===== src/rtl/seg7_scan_driver_if.sv =====
// Display-word input and dual-bank 7-segment scan outputs of seg7_scan_driver.
interface seg7_scan_driver_if;
  logic [31:0]     data;
  logic            hex_mode;
  logic            blank;
  logic [1:0][7:0] seg;
  logic [1:0][3:0] seg_sel;
  logic            overflow;

  modport master (output data, hex_mode, blank, input seg, seg_sel, overflow);
  modport slave  (input data, hex_mode, blank, output seg, seg_sel, overflow);
endinterface


===== src/rtl/seg7_scan_driver.sv =====
// Renders a 32-bit word as 8 hex or decimal digits (double-dabble) and scans
// both 4-digit banks in parallel, one position per SCAN_DIV clk_slow cycles.
module seg7_scan_driver #(
  parameter int unsigned SCAN_DIV = 4
) (
  input logic                clk_slow,
  input logic                rst,
  seg7_scan_driver_if.slave  bus
);

  localparam int unsigned DIV_W = (SCAN_DIV > 1) ? $clog2(SCAN_DIV) : 1;

  typedef enum logic [1:0] {LOAD, CONV, COMMIT} state_t;

  state_t           state, state_next;
  logic [31:0]      sh;
  logic [39:0]      bcd, bcd_adj;
  logic [4:0]       count;
  logic             hex_q;
  logic [7:0]       disp      [8];
  logic [7:0]       disp_next [8];
  logic             ovf_next;
  logic             lead;
  logic [DIV_W-1:0] div;
  logic [1:0]       idx;

  function automatic logic [7:0] glyph(input logic [3:0] d);
    case (d)
      4'h0: glyph = 8'hFC;  4'h1: glyph = 8'h60;  4'h2: glyph = 8'hDA;  4'h3: glyph = 8'hF2;
      4'h4: glyph = 8'h66;  4'h5: glyph = 8'hB6;  4'h6: glyph = 8'hBE;  4'h7: glyph = 8'hE0;
      4'h8: glyph = 8'hFE;  4'h9: glyph = 8'hF6;  4'hA: glyph = 8'hEE;  4'hB: glyph = 8'h3E;
      4'hC: glyph = 8'h9C;  4'hD: glyph = 8'h7A;  4'hE: glyph = 8'h9E;  default: glyph = 8'h8E;
    endcase
  endfunction

  always_ff @(posedge clk_slow) begin
    if (!rst) state <= LOAD;
    else      state <= state_next;
  end

  always_comb begin
    state_next = state;
    case (state)
      LOAD:    state_next = bus.hex_mode ? COMMIT : CONV;
      CONV:    if (count == 5'd31) state_next = COMMIT;
      COMMIT:  state_next = LOAD;
      default: state_next = LOAD;
    endcase
  end

  always_comb begin
    bcd_adj = '0;
    for (int unsigned i = 0; i < 10; i++)
      bcd_adj[4*i +: 4] = (bcd[4*i +: 4] >= 4'd5) ? bcd[4*i +: 4] + 4'd3 : bcd[4*i +: 4];
  end

  // Leading-zero blanking walks down from digit 7; digit 0 is always shown.
  always_comb begin
    ovf_next = 1'b0;
    lead     = 1'b1;
    for (int unsigned i = 0; i < 8; i++) disp_next[i] = 8'h00;
    if (hex_q) begin
      for (int unsigned i = 0; i < 8; i++) disp_next[i] = glyph(sh[4*i +: 4]);
    end else if (bcd[39:32] != '0) begin
      ovf_next = 1'b1;
      for (int unsigned i = 0; i < 8; i++) disp_next[i] = 8'h02;
    end else begin
      for (int unsigned i = 8; i > 0; i--) begin
        if (lead && (i > 1) && (bcd[4*(i-1) +: 4] == 4'd0)) begin
          disp_next[i-1] = 8'h00;
        end else begin
          lead           = 1'b0;
          disp_next[i-1] = glyph(bcd[4*(i-1) +: 4]);
        end
      end
    end
  end

  always_ff @(posedge clk_slow) begin
    if (!rst) begin
      sh           <= '0;
      bcd          <= '0;
      count        <= '0;
      hex_q        <= 1'b0;
      bus.overflow <= 1'b0;
      for (int unsigned i = 0; i < 8; i++) disp[i] <= 8'h00;
    end else begin
      case (state)
        LOAD: begin
          sh    <= bus.data;
          hex_q <= bus.hex_mode;
          bcd   <= '0;
          count <= '0;
        end
        CONV: begin
          {bcd, sh} <= {bcd_adj, sh} << 1;
          count     <= count + 5'd1;
        end
        COMMIT: begin
          bus.overflow <= ovf_next;
          for (int unsigned i = 0; i < 8; i++) disp[i] <= disp_next[i];
        end
        default: ;
      endcase
    end
  end

  always_ff @(posedge clk_slow) begin
    if (!rst) begin
      div         <= '0;
      idx         <= '0;
      bus.seg     <= '0;
      bus.seg_sel <= '0;
    end else begin
      if (div == DIV_W'(SCAN_DIV - 1)) begin
        div <= '0;
        idx <= idx + 2'd1;
      end else begin
        div <= div + 1'b1;
      end
      if (bus.blank) begin
        bus.seg     <= '0;
        bus.seg_sel <= '0;
      end else begin
        bus.seg_sel[0] <= 4'b0001 << idx;
        bus.seg_sel[1] <= 4'b0001 << idx;
        bus.seg[0]     <= disp[{1'b0, idx}];
        bus.seg[1]     <= disp[{1'b1, idx}];
      end
    end
  end

endmodule


===== src/flat_wrapper.sv =====
// flat-port wrapper written by rule: the top's interface ports become plain ports
module seg7_scan_driver_flat 
#(
  parameter int unsigned SCAN_DIV = 4
)
  (clk_slow, rst, bus_data, bus_hex_mode, bus_blank, bus_seg, bus_seg_sel, bus_overflow);
  seg7_scan_driver_if bus_i ();
  input logic clk_slow;
  input logic rst;
  input wire logic [$bits(bus_i.data)-1:0] bus_data;
  input wire logic [$bits(bus_i.hex_mode)-1:0] bus_hex_mode;
  input wire logic [$bits(bus_i.blank)-1:0] bus_blank;
  output wire logic [$bits(bus_i.seg)-1:0] bus_seg;
  output wire logic [$bits(bus_i.seg_sel)-1:0] bus_seg_sel;
  output wire logic [$bits(bus_i.overflow)-1:0] bus_overflow;
  assign bus_i.data = bus_data;
  assign bus_i.hex_mode = bus_hex_mode;
  assign bus_i.blank = bus_blank;
  assign bus_seg = bus_i.seg;
  assign bus_seg_sel = bus_i.seg_sel;
  assign bus_overflow = bus_i.overflow;
  seg7_scan_driver #(.SCAN_DIV(SCAN_DIV)) u_core (.clk_slow(clk_slow), .rst(rst), .bus(bus_i));
endmodule

===== config.mk =====
export PLATFORM = sky130hd
export DESIGN_NAME = seg7_scan_driver_flat
export DESIGN_NICKNAME = d
export VERILOG_FILES = /design/src/rtl/seg7_scan_driver_if.sv /design/src/rtl/seg7_scan_driver.sv /design/src/flat_wrapper.sv
export SDC_FILE = /design/constraint.sdc
export NUM_CORES = 1
export LEC_CHECK = 0
export BUFFER_PORTS_ARGS = -buffer_cell sky130_fd_sc_hd__buf_2
export CORE_AREA = 10 10 178 180
export CTS_CLUSTER_DIAMETER = 200
export CTS_CLUSTER_SIZE = 10
export DETAILED_ROUTE_END_ITERATION = 8
export DIE_AREA = 0 0 188 190
export MAX_ROUTING_LAYER = met4
export PLACE_DENSITY = 0.83
export SYNTH_ARGS = -nofsm -noshare
export SYNTH_HDL_FRONTEND = slang
export SYNTH_SLANG_ARGS = --single-unit

===== constraint.sdc =====
create_clock -name clk_slow -period 3 [get_ports clk_slow]
set_input_delay 0.45 -clock clk_slow [delete_from_list [all_inputs] [get_ports clk_slow]]
set_output_delay 0.45 -clock clk_slow [all_outputs]
set_load 0.05 [all_outputs]

* After elaboration in Yosys (flattened, before gate mapping)
Memory sizes are Yosys's and may differ from the RTL's. A register that Yosys moved wholly into a read port is not among the register bits.
Index checks and enable logic that the tools add are counted.
** Storage, ports and cells
- Output and inout bits :: 25
- Bits in writable memories :: 64
- Register bits :: 89
- Input bits :: 36
- ROM bits :: 1792
- Word-level logic and storage cells :: 171
- Memories kept :: 17
** Cells by class
- Mux-type cells :: 89
- Bitwise logic cells :: 9
- Add/subtract/negate cells :: 13
- Reductions and logical operators :: 18
- Shifts and indexed selects :: 1
- Magnitude comparators :: 10
- Equal/unequal tests :: 5
** Memory list
- (no name shown) :: depth 16, width 7, read ports 1, clocked after Yosys merged registers in 1, write ports 0, line seg7_scan_driver.sv:28 : case (d)
- (no name shown) :: depth 16, width 7, read ports 1, clocked after Yosys merged registers in 1, write ports 0, line seg7_scan_driver.sv:28
- (no name shown) :: depth 16, width 7, read ports 1, clocked after Yosys merged registers in 1, write ports 0, line seg7_scan_driver.sv:28
- (no name shown) :: depth 16, width 7, read ports 1, clocked after Yosys merged registers in 1, write ports 0, line seg7_scan_driver.sv:28
- (no name shown) :: depth 16, width 7, read ports 1, clocked after Yosys merged registers in 1, write ports 0, line seg7_scan_driver.sv:28
- (no name shown) :: depth 16, width 7, read ports 1, clocked after Yosys merged registers in 1, write ports 0, line seg7_scan_driver.sv:28
- 11 more memories
** Operators with widths (count)
- 4-bit two-way mux :: 41
- 64-bit two-way mux :: 2
- 8-bit two-way mux :: 15
- 40-bit one-hot mux with 2 select lines :: 1
- 32-bit one-hot mux with 2 select lines :: 1
- 4-bit by 3-bit greater-or-equal comparator with 1-bit output, second input constant :: 10
- 4-bit by 2-bit adder with 4-bit output, second input constant :: 9
- 4-bit logical NOT :: 7
- 1-bit two-way mux :: 24
- 5-bit one-hot mux with 2 select lines :: 1
- 1-bit OR :: 8
- 8-bit nonzero test :: 1
- 1-bit logical AND :: 6
- 5-bit by 1-bit adder with 5-bit output, second input constant :: 1
- 5-bit == test, second input constant :: 1
- 2-bit by 1-bit adder with 2-bit output, second input constant :: 2
- 2-bit == test, second input constant :: 2
- 2-bit two-way mux :: 2
- 2-bit one-hot mux with 2 select lines :: 1
- 2-bit OR reduction :: 2
- 1-bit by 2-bit << shifter with 4-bit output, first input constant :: 1
- 3-bit by 2-bit adder with 3-bit output, second input constant :: 1
- 3-bit two-way mux :: 1
- 2-bit by 1-bit == test with 1-bit output, second input constant :: 1
- 4 further kinds :: 4

* Logic depth before layout (Yosys ltp)
Gate-level depths: netlist of run 1.
- Word-level depth :: 29
- Gate-level depth with buffers :: 12
- Gate-level depth less buffers :: 12

* Worst setup path after synthesis of run 1
Ideal clock, no wire load.
- Path type :: in2reg
- Start :: in rst
- End :: mem u_core.disp[0][1], enable pin
- Buffers on the path :: 5
- Data required time :: 2362 ps
- Cell stages on the path :: 6
- Data arrival time :: 2614 ps
- Setup time :: 638 ps
- Setup slack :: -253 ps
- Path through :: buf_2 -> buf_2 -> buf_2 -> clkbuf_1 -> buf_2 -> nand2_1
** RTL lines
- start: declaration :: line flat_wrapper.sv:9 : input logic rst;
- end: declaration :: line seg7_scan_driver.sv:20 : logic [7:0] disp [8];

==> flow_metrics.py, run 1 <==
metrics = {
    "synth": {
        "syn-mean-instance-area_um2": 9.44,
        "synth_compound_area_share_pct": 20.1,
        "synth_xor_area_share_pct": 0.458,
        "synth_top_family_by_area": "compound AO/OA/AOI/OAI gates",
        "yosys_warnings": 0,
        "ys_seq_area_share_pct": 39.1,
        "syn_area_um2": 15300,
        "synth_top_area_share_pct": 28.1,
        "synth_simple_gate_area_share_pct": 16.9,
        "yosys.cell_count.top_type": "dfxtp_1",
        "synthMuxAreaShare_pct": 6.25,
        "synthArstFlopShare_pct": 0,
        "yosysUniqueCellTypes": 80,
        "yosys_most_used_dff": "dfxtp_1",
        "synth_area_leaders": "dfxtp_1 28%, ha_1 12%, edfxtp_1 11%",
        "synth_edf_count": 56,
        "synth_common_cells": "215 x dfxtp_1, 142 x ha_1, 142 x nand2_1, 118 x inv_1, 95 x nor2_1",
        "yosys.area.top_type": "dfxtp_1",
        "synth_fa_ha_area_share_pct": 11.6,
        "synth-seq-cells": 271,
        "synthCells": 1622,
    },
    "status": {
        "run_status": "finished clean",
    },
    "cts": {
        "cts_tree": "yes",
        "cts_hold_buf": 0,
        "cts.sinks": 271,
        "cts-buffers-inserted": 31,
        "post_cts_buffers": 0,
        "htreeDepth": 1,
        "clock_latency_ns": 0.57,
        "clockBufferDepth": 3,
        "clk_pin_slew_worst_paths_ns": 0.06,
        "clockRootBuffer": "clkbuf_16",
        "cts_resized": 0,
    },
    "sta": {
        "tightest_slew_ns": 0.814,
        "fin_crit_ns": 2.76,
        "tns_ns": 0,
        "rsz0062_at_grt": "no",
        "hold_viol": 0,
        "fin_hold_ws_ns": 0.162,
        "setup_slack_ns": 0.240,
        "maxSlewViolCount": 0,
        "maxSlewHeadroom_pct": 45.3,
        "setup_violations": 0,
        "max_clock_freq_ghz": 0.362,
        "finalCritPeriodShare_pct": 92.0,
        "finClkSkew_ns": 0.0352,
    },
    "floorplanning": {
        "die_h_um": 190,
        "die_x_um": 188,
        "placementRows": 62,
        "design.core.area_um2": 28200,
        "dieArea_um2": 35700,
        "initial_utilization_pct": 54.2,
        "num_io_pins": 61,
    },
    "place": {
        "post-place-ws_ns": 0.229,
        "portBuffers": 58,
        "dpl_cell_area_um2": 16000,
        "gp_congestion": 0.946,
        "dpl.hpwl_um": 26600,
    },
    "cells_and_area": {
        "syn2layout_area_growth_pct": 10.1,
        "drive_above_1_share_pct": 13.3,
        "fin_nets": 1844,
        "fin_area_um2": 16900,
    },
    "worst_setup_path": {
        "path_class": "reg2reg",
        "startpoint_type": "flip-flop",
        "cp-end-kind": "flip-flop",
        "rr_startpoint": "u_core.bcd[20]",
        "reg2reg_depth": 11,
        "reg2reg_setup_slack_ns": 0.24,
        "crit_required_ns": 3.40,
        "path_max_fanout": 5,
        "arrival_ns": 3.16,
    },
    "min_path": {
        "hold_class": "in2reg",
        "whs_path_depth": 3,
        "hold_start": "bus_hex_mode",
        "whs_endpoint": "u_core.hex_q",
    },
    "global_route": {
        "grt_max_degree": 79,
        "gr-total-overflow": 0,
        "antenna_found_initial": 2,
        "grt_pass1_wl_um": 61200,
        "gr-usage-all-layers_pct": 20.9,
        "grt_pass1_vias": 11934,
    },
    "drt": {
        "post_drt_wl_per_cell_um": 18.2,
        "ant_nets": 0,
        "dr.pass1.iters": 5,
        "post_drt_via_cell_ratio": 5.98,
        "via_count": 12369,
        "wl_um": 37600,
        "drc": 0,
        "drt_iter0_drc": 979,
    },
    "job": {
        "max_cap_viol_count": 0,
    },
    "power": {
        "power.leakage_uw": 0.00725,
        "total_power_uw": 8380,
        "irDropWorstVdd_mv": 0.407,
        "p_per_area_nw_per_um2": 497,
    },
}
-- metrics by stage --
stage	instances	util (%)
after floorplan	1623	-
after global placement	2017	56.7
after detailed placement	2017	56.7
after CTS	2067	59.7
after global routing	2069	59.7
final	2069	59.7
-- per-layer routing --
metal  GRT usage (%)  share of wire (%)
met1            25.5                 42
met3            4.28                7.7
met4            8.03                3.5
met2            33.6                 47
met5               -                  0
-- area by class of cell --
type,instances,area [um2]
Clock buffer,48,840
Tap cell,384,480
Antenna cell,2,5.00
Multi-Input combinational cell,1146,8480
Inverter,122,458
Sequential cell,271,5990
Timing Repair Buffer,94,588
Fill cell,2282,11400
Clock inverter,2,17.5
-- cell usage in the layout (no fill, tap or decap), types with 9 or more instances in the layout --
cell	instances
dfxtp_1	212
ha_1	142
nand2_1	141
inv_1	118
nor2_1	94
o21ai_0	86
a21oi_1	81
mux2i_1	72
buf_2	57
edfxtp_1	56
nor3_1	46
a22oi_1	39
buf_4	35
and2_1	34
nand3_1	33
clkbuf_16	31
nand2b_1	29
a22o_1	27
mux2_2	21
a221o_1	17
clkbuf_1	17
o21ai_1	16
a31oi_1	16
and3_1	14
a21o_1	13
o31ai_4	13
nand4_1	12
a2bb2oi_1	11
nand3b_1	10
o21a_1	10
nor2b_1	9
a211oi_1	9
-- critical path: stages (launching register included) --
cell and delay, ns:
dfxtp_1 0.40, inv_1 0.11, ha_1 0.25, nor2b_1 0.18
nor3_1 0.19, a21oi_1 0.08, o21ai_0 0.57, inv_1 0.22
ha_1 0.26, nand2b_1 0.13, mux2i_1 0.15, a31oi_1 0.07
-- power by group --
group	total (uW)	internal [uW]	leakage, uW	switching, uW
Sequential	4030	3930	0.00235	98.1
Clock	3310	1890	0.000411	1420
Combinational	1030	387	0.00449	647
Total	8380	6210	0.00725	2160
-- how the worst max path moves through the flow --
stage / end / cells past startpoint / slack (ns) / from
2_1_floorplan: flip-flop / 11 / 0.24 / rst
3_3_place_gp: flip-flop / 8 / 0.38 / rst
3_5_place_dp: flip-flop / 11 / 0.23 / u_core.bcd[28]
4_1_cts: flip-flop / 11 / 0.18 / u_core.bcd[28]
5_1_grt: flip-flop / 11 / 0.06 / u_core.bcd[28]
6_report: flip-flop / 11 / 0.24 / u_core.bcd[20]
-- logic make-up after synthesis --
logic type                 count (synthesis)
AOI/OAI and AO/OA                        418
adders and majority gates                142
other                                      1
muxes                                     93
xor gates and xnor gates                   8
DFF                                      271
and+or+nand+nor                          483
buffers and inverters                    206
(Power assumes the default switching activity.)
==> run 2, diff against run 1 <==
--- a/config.mk
+++ b/config.mk
@@ -5,14 +5,15 @@
 export SDC_FILE = /design/constraint.sdc
 export NUM_CORES = 1
 export LEC_CHECK = 0
-export BUFFER_PORTS_ARGS = -buffer_cell sky130_fd_sc_hd__buf_2
 export CORE_AREA = 10 10 178 180
+export CTS_BUF_LIST = sky130_fd_sc_hd__clkbuf_8
 export CTS_CLUSTER_DIAMETER = 200
 export CTS_CLUSTER_SIZE = 10
 export DETAILED_ROUTE_END_ITERATION = 8
 export DIE_AREA = 0 0 188 190
+export DONT_BUFFER_PORTS = 1
 export MAX_ROUTING_LAYER = met4
-export PLACE_DENSITY = 0.83
+export PLACE_DENSITY = 0.81
 export SYNTH_ARGS = -nofsm -noshare
 export SYNTH_HDL_FRONTEND = slang
 export SYNTH_SLANG_ARGS = --single-unit
==> flow_metrics.py, run 2 (synthesis gave the netlist of run 1 again) <==
metrics = {
    "drt": {
        "post_drt_via_cell_ratio": 5.99,
        "met2_length_um": 17000,
        "wl_met3_um": 2740,
        "via_count": 12031,
        "highest_layer": "met4",
        "dr.pass1.iters": 7,
        "drt_iter0_drc": 1051,
        "wl_met1_um": 16700,
        "drc": 0,
        "post_drt_wl_per_cell_um": 18.6,
        "wl_um": 37300,
        "ant_nets": 0,
    },
    "power": {
        "power.leakage_uw": 0.00689,
        "pwr-share-seq_pct": 56.4,
        "irDropWorstVdd_mv": 0.284,
        "p_sw_uw": 1980,
        "p_sw_share_pct": 27.5,
        "p_clk_share_pct": 30.7,
        "p_per_area_nw_per_um2": 445,
        "pwr-share-comb_pct": 13.0,
        "p_int_uw": 5240,
    },
    "sta": {
        "fin_crit_ns": 2.68,
        "max_clock_freq_ghz": 0.374,
        "finClkSkew_ns": 0.0209,
        "maxSlewViolCount": 0,
        "tns_ns": 0,
        "tightest_slew_ns": 0.941,
        "fin_hold_ws_ns": 0.0350,
        "maxSlewHeadroom_pct": 37.1,
        "setup_violations": 0,
        "finalCritPeriodShare_pct": 89.2,
        "rsz0062_at_grt": "no",
        "setup_slack_ns": 0.323,
        "hold_viol": 0,
    },
    "cells_and_area": {
        "fin_area_um2": 16200,
        "layout_common_cells": "212 x dfxtp_1, 142 x ha_1, 141 x nand2_1",
        "drive_above_1_share_pct": 9.85,
        "syn2layout_area_growth_pct": 5.98,
        "fin_nets": 1787,
        "final_common_cell": "dfxtp_1",
        "num-fill-cells": 2382,
    },
    "worst_setup_path": {
        "path_max_fanout": 13,
        "reg2reg_setup_slack_ns": 0.32,
        "startpoint_type": "flip-flop",
        "crit_required_ns": 3.46,
        "crit_buf_inv": 1,
        "critPathMaxStageDelay_ns": 0.65,
        "arrival_ns": 3.14,
        "path_class": "reg2reg",
        "crit_path_cell_trace": "nand2b_1, buf_4, a2111oi_2, nor3_1, nor3_1, a311oi_1",
        "critical_path.top_delay_family": "simple AND/OR/NAND/NOR gates",
        "worst_path_most_repeated_cell": "nor3_1",
        "cp-end-kind": "flip-flop",
        "critPathSlowestCell": "nor3_1",
    },
    "cts": {
        "htreeDepth": 1,
        "clock_latency_ns": 0.59,
        "cts-buffers-inserted": 31,
        "clockBufferDepth": 3,
        "cts.sinks": 271,
        "clockRootBuffer": "clkbuf_8",
        "post_cts_buffers": 0,
        "cts_tree": "yes",
        "clk_pin_slew_worst_paths_ns": 0.07,
    },
    "min_path": {
        "hold_class": "in2reg",
    },
    "floorplanning": {
        "die_h_um": 190,
        "placementRows": 62,
        "num_io_pins": 61,
        "dieArea_um2": 35700,
        "die_x_um": 188,
        "initial_utilization_pct": 54.2,
        "design.core.area_um2": 28200,
    },
    "global_route": {
        "grt_pass1_wl_um": 58900,
        "gr-total-overflow": 0,
        "grt_pass1_vias": 11520,
        "gr-usage-all-layers_pct": 20.2,
        "grt_max_degree": 119,
        "antenna_found_initial": 1,
    },
    "place": {
        "gp_congestion": 0.924,
        "post-place-ws_ns": 0.392,
        "dpl_cell_area_um2": 15700,
        "dpl.hpwl_um": 26200,
        "portBuffers": 0,
    },
    "status": {
        "run_status": "finished clean",
    },
    "job": {
        "max_cap_viol_count": 0,
    },
}
[run 2: changes by cell type in the layout (fill, tap and decap cells not counted), sizes merged]
cell,delta
buf,-62
clkbuf,-17
inv,+14
dlygate4sd3,+5
clkinvlp,+1
diode,-1
[run 2: power by group through the flow]
stage,Clock (uW),Combinational [uW],Sequential [uW]
final,2210,935,4070
after global routing,2390,1030,4090
after CTS,2250,911,4070
after detailed placement,0,896,4150
after global placement,0,876,4140
after floorplan,0,740,4090
[run 2: layout make-up]
class / count / area, um2 / area share, %
Multi-Input combinational cell: 1146 / 8480 / 52.2
Sequential cell: 271 / 5990 / 36.9
Tap cell: 384 / 480 / 2.96
Inverter: 122 / 458 / 2.82
Clock buffer: 31 / 427 / 2.63
Timing Repair Buffer: 37 / 315 / 1.94
Clock inverter: 17 / 72.6 / 0.447
Antenna cell: 1 / 2.50 / 0.0154
[run 2: metrics by stage]
stage	power [uW]	util, %	instances
after floorplan	4830	-	1623
after global placement	5020	55.5	1955
after detailed placement	5050	55.5	1955
after CTS	7230	57.4	2006
after global routing	7510	57.5	2009
final	7220	57.5	2009
[run 2: layer usage]
metal  global-route usage (%)  vias up
li1                         -     5771
met1                     26.2     5676
met2                     32.5      515
met3                     2.64       69
met4                     5.78        0
met5                        -        -
[run 2: timing repair]
action	4_1_cts	5_1_grt
endpoints found under the hold margin	11	9
gates resized for setup	0	0
hold buffers	3	2
[run 2: path summary, 6_finish.rpt]
| kind | cells after the start | start | end |
|---|---|---|---|
| worst max-delay path | 6 | u_core.state[1] | flip-flop |
| worst min-delay path | 1 | rst | u_core.bcd[28] |
| worst max register to register | 6 | u_core.state[1] | flip-flop |
| worst min register to register | 1 | u_core.div[0] | u_core.div[0] |
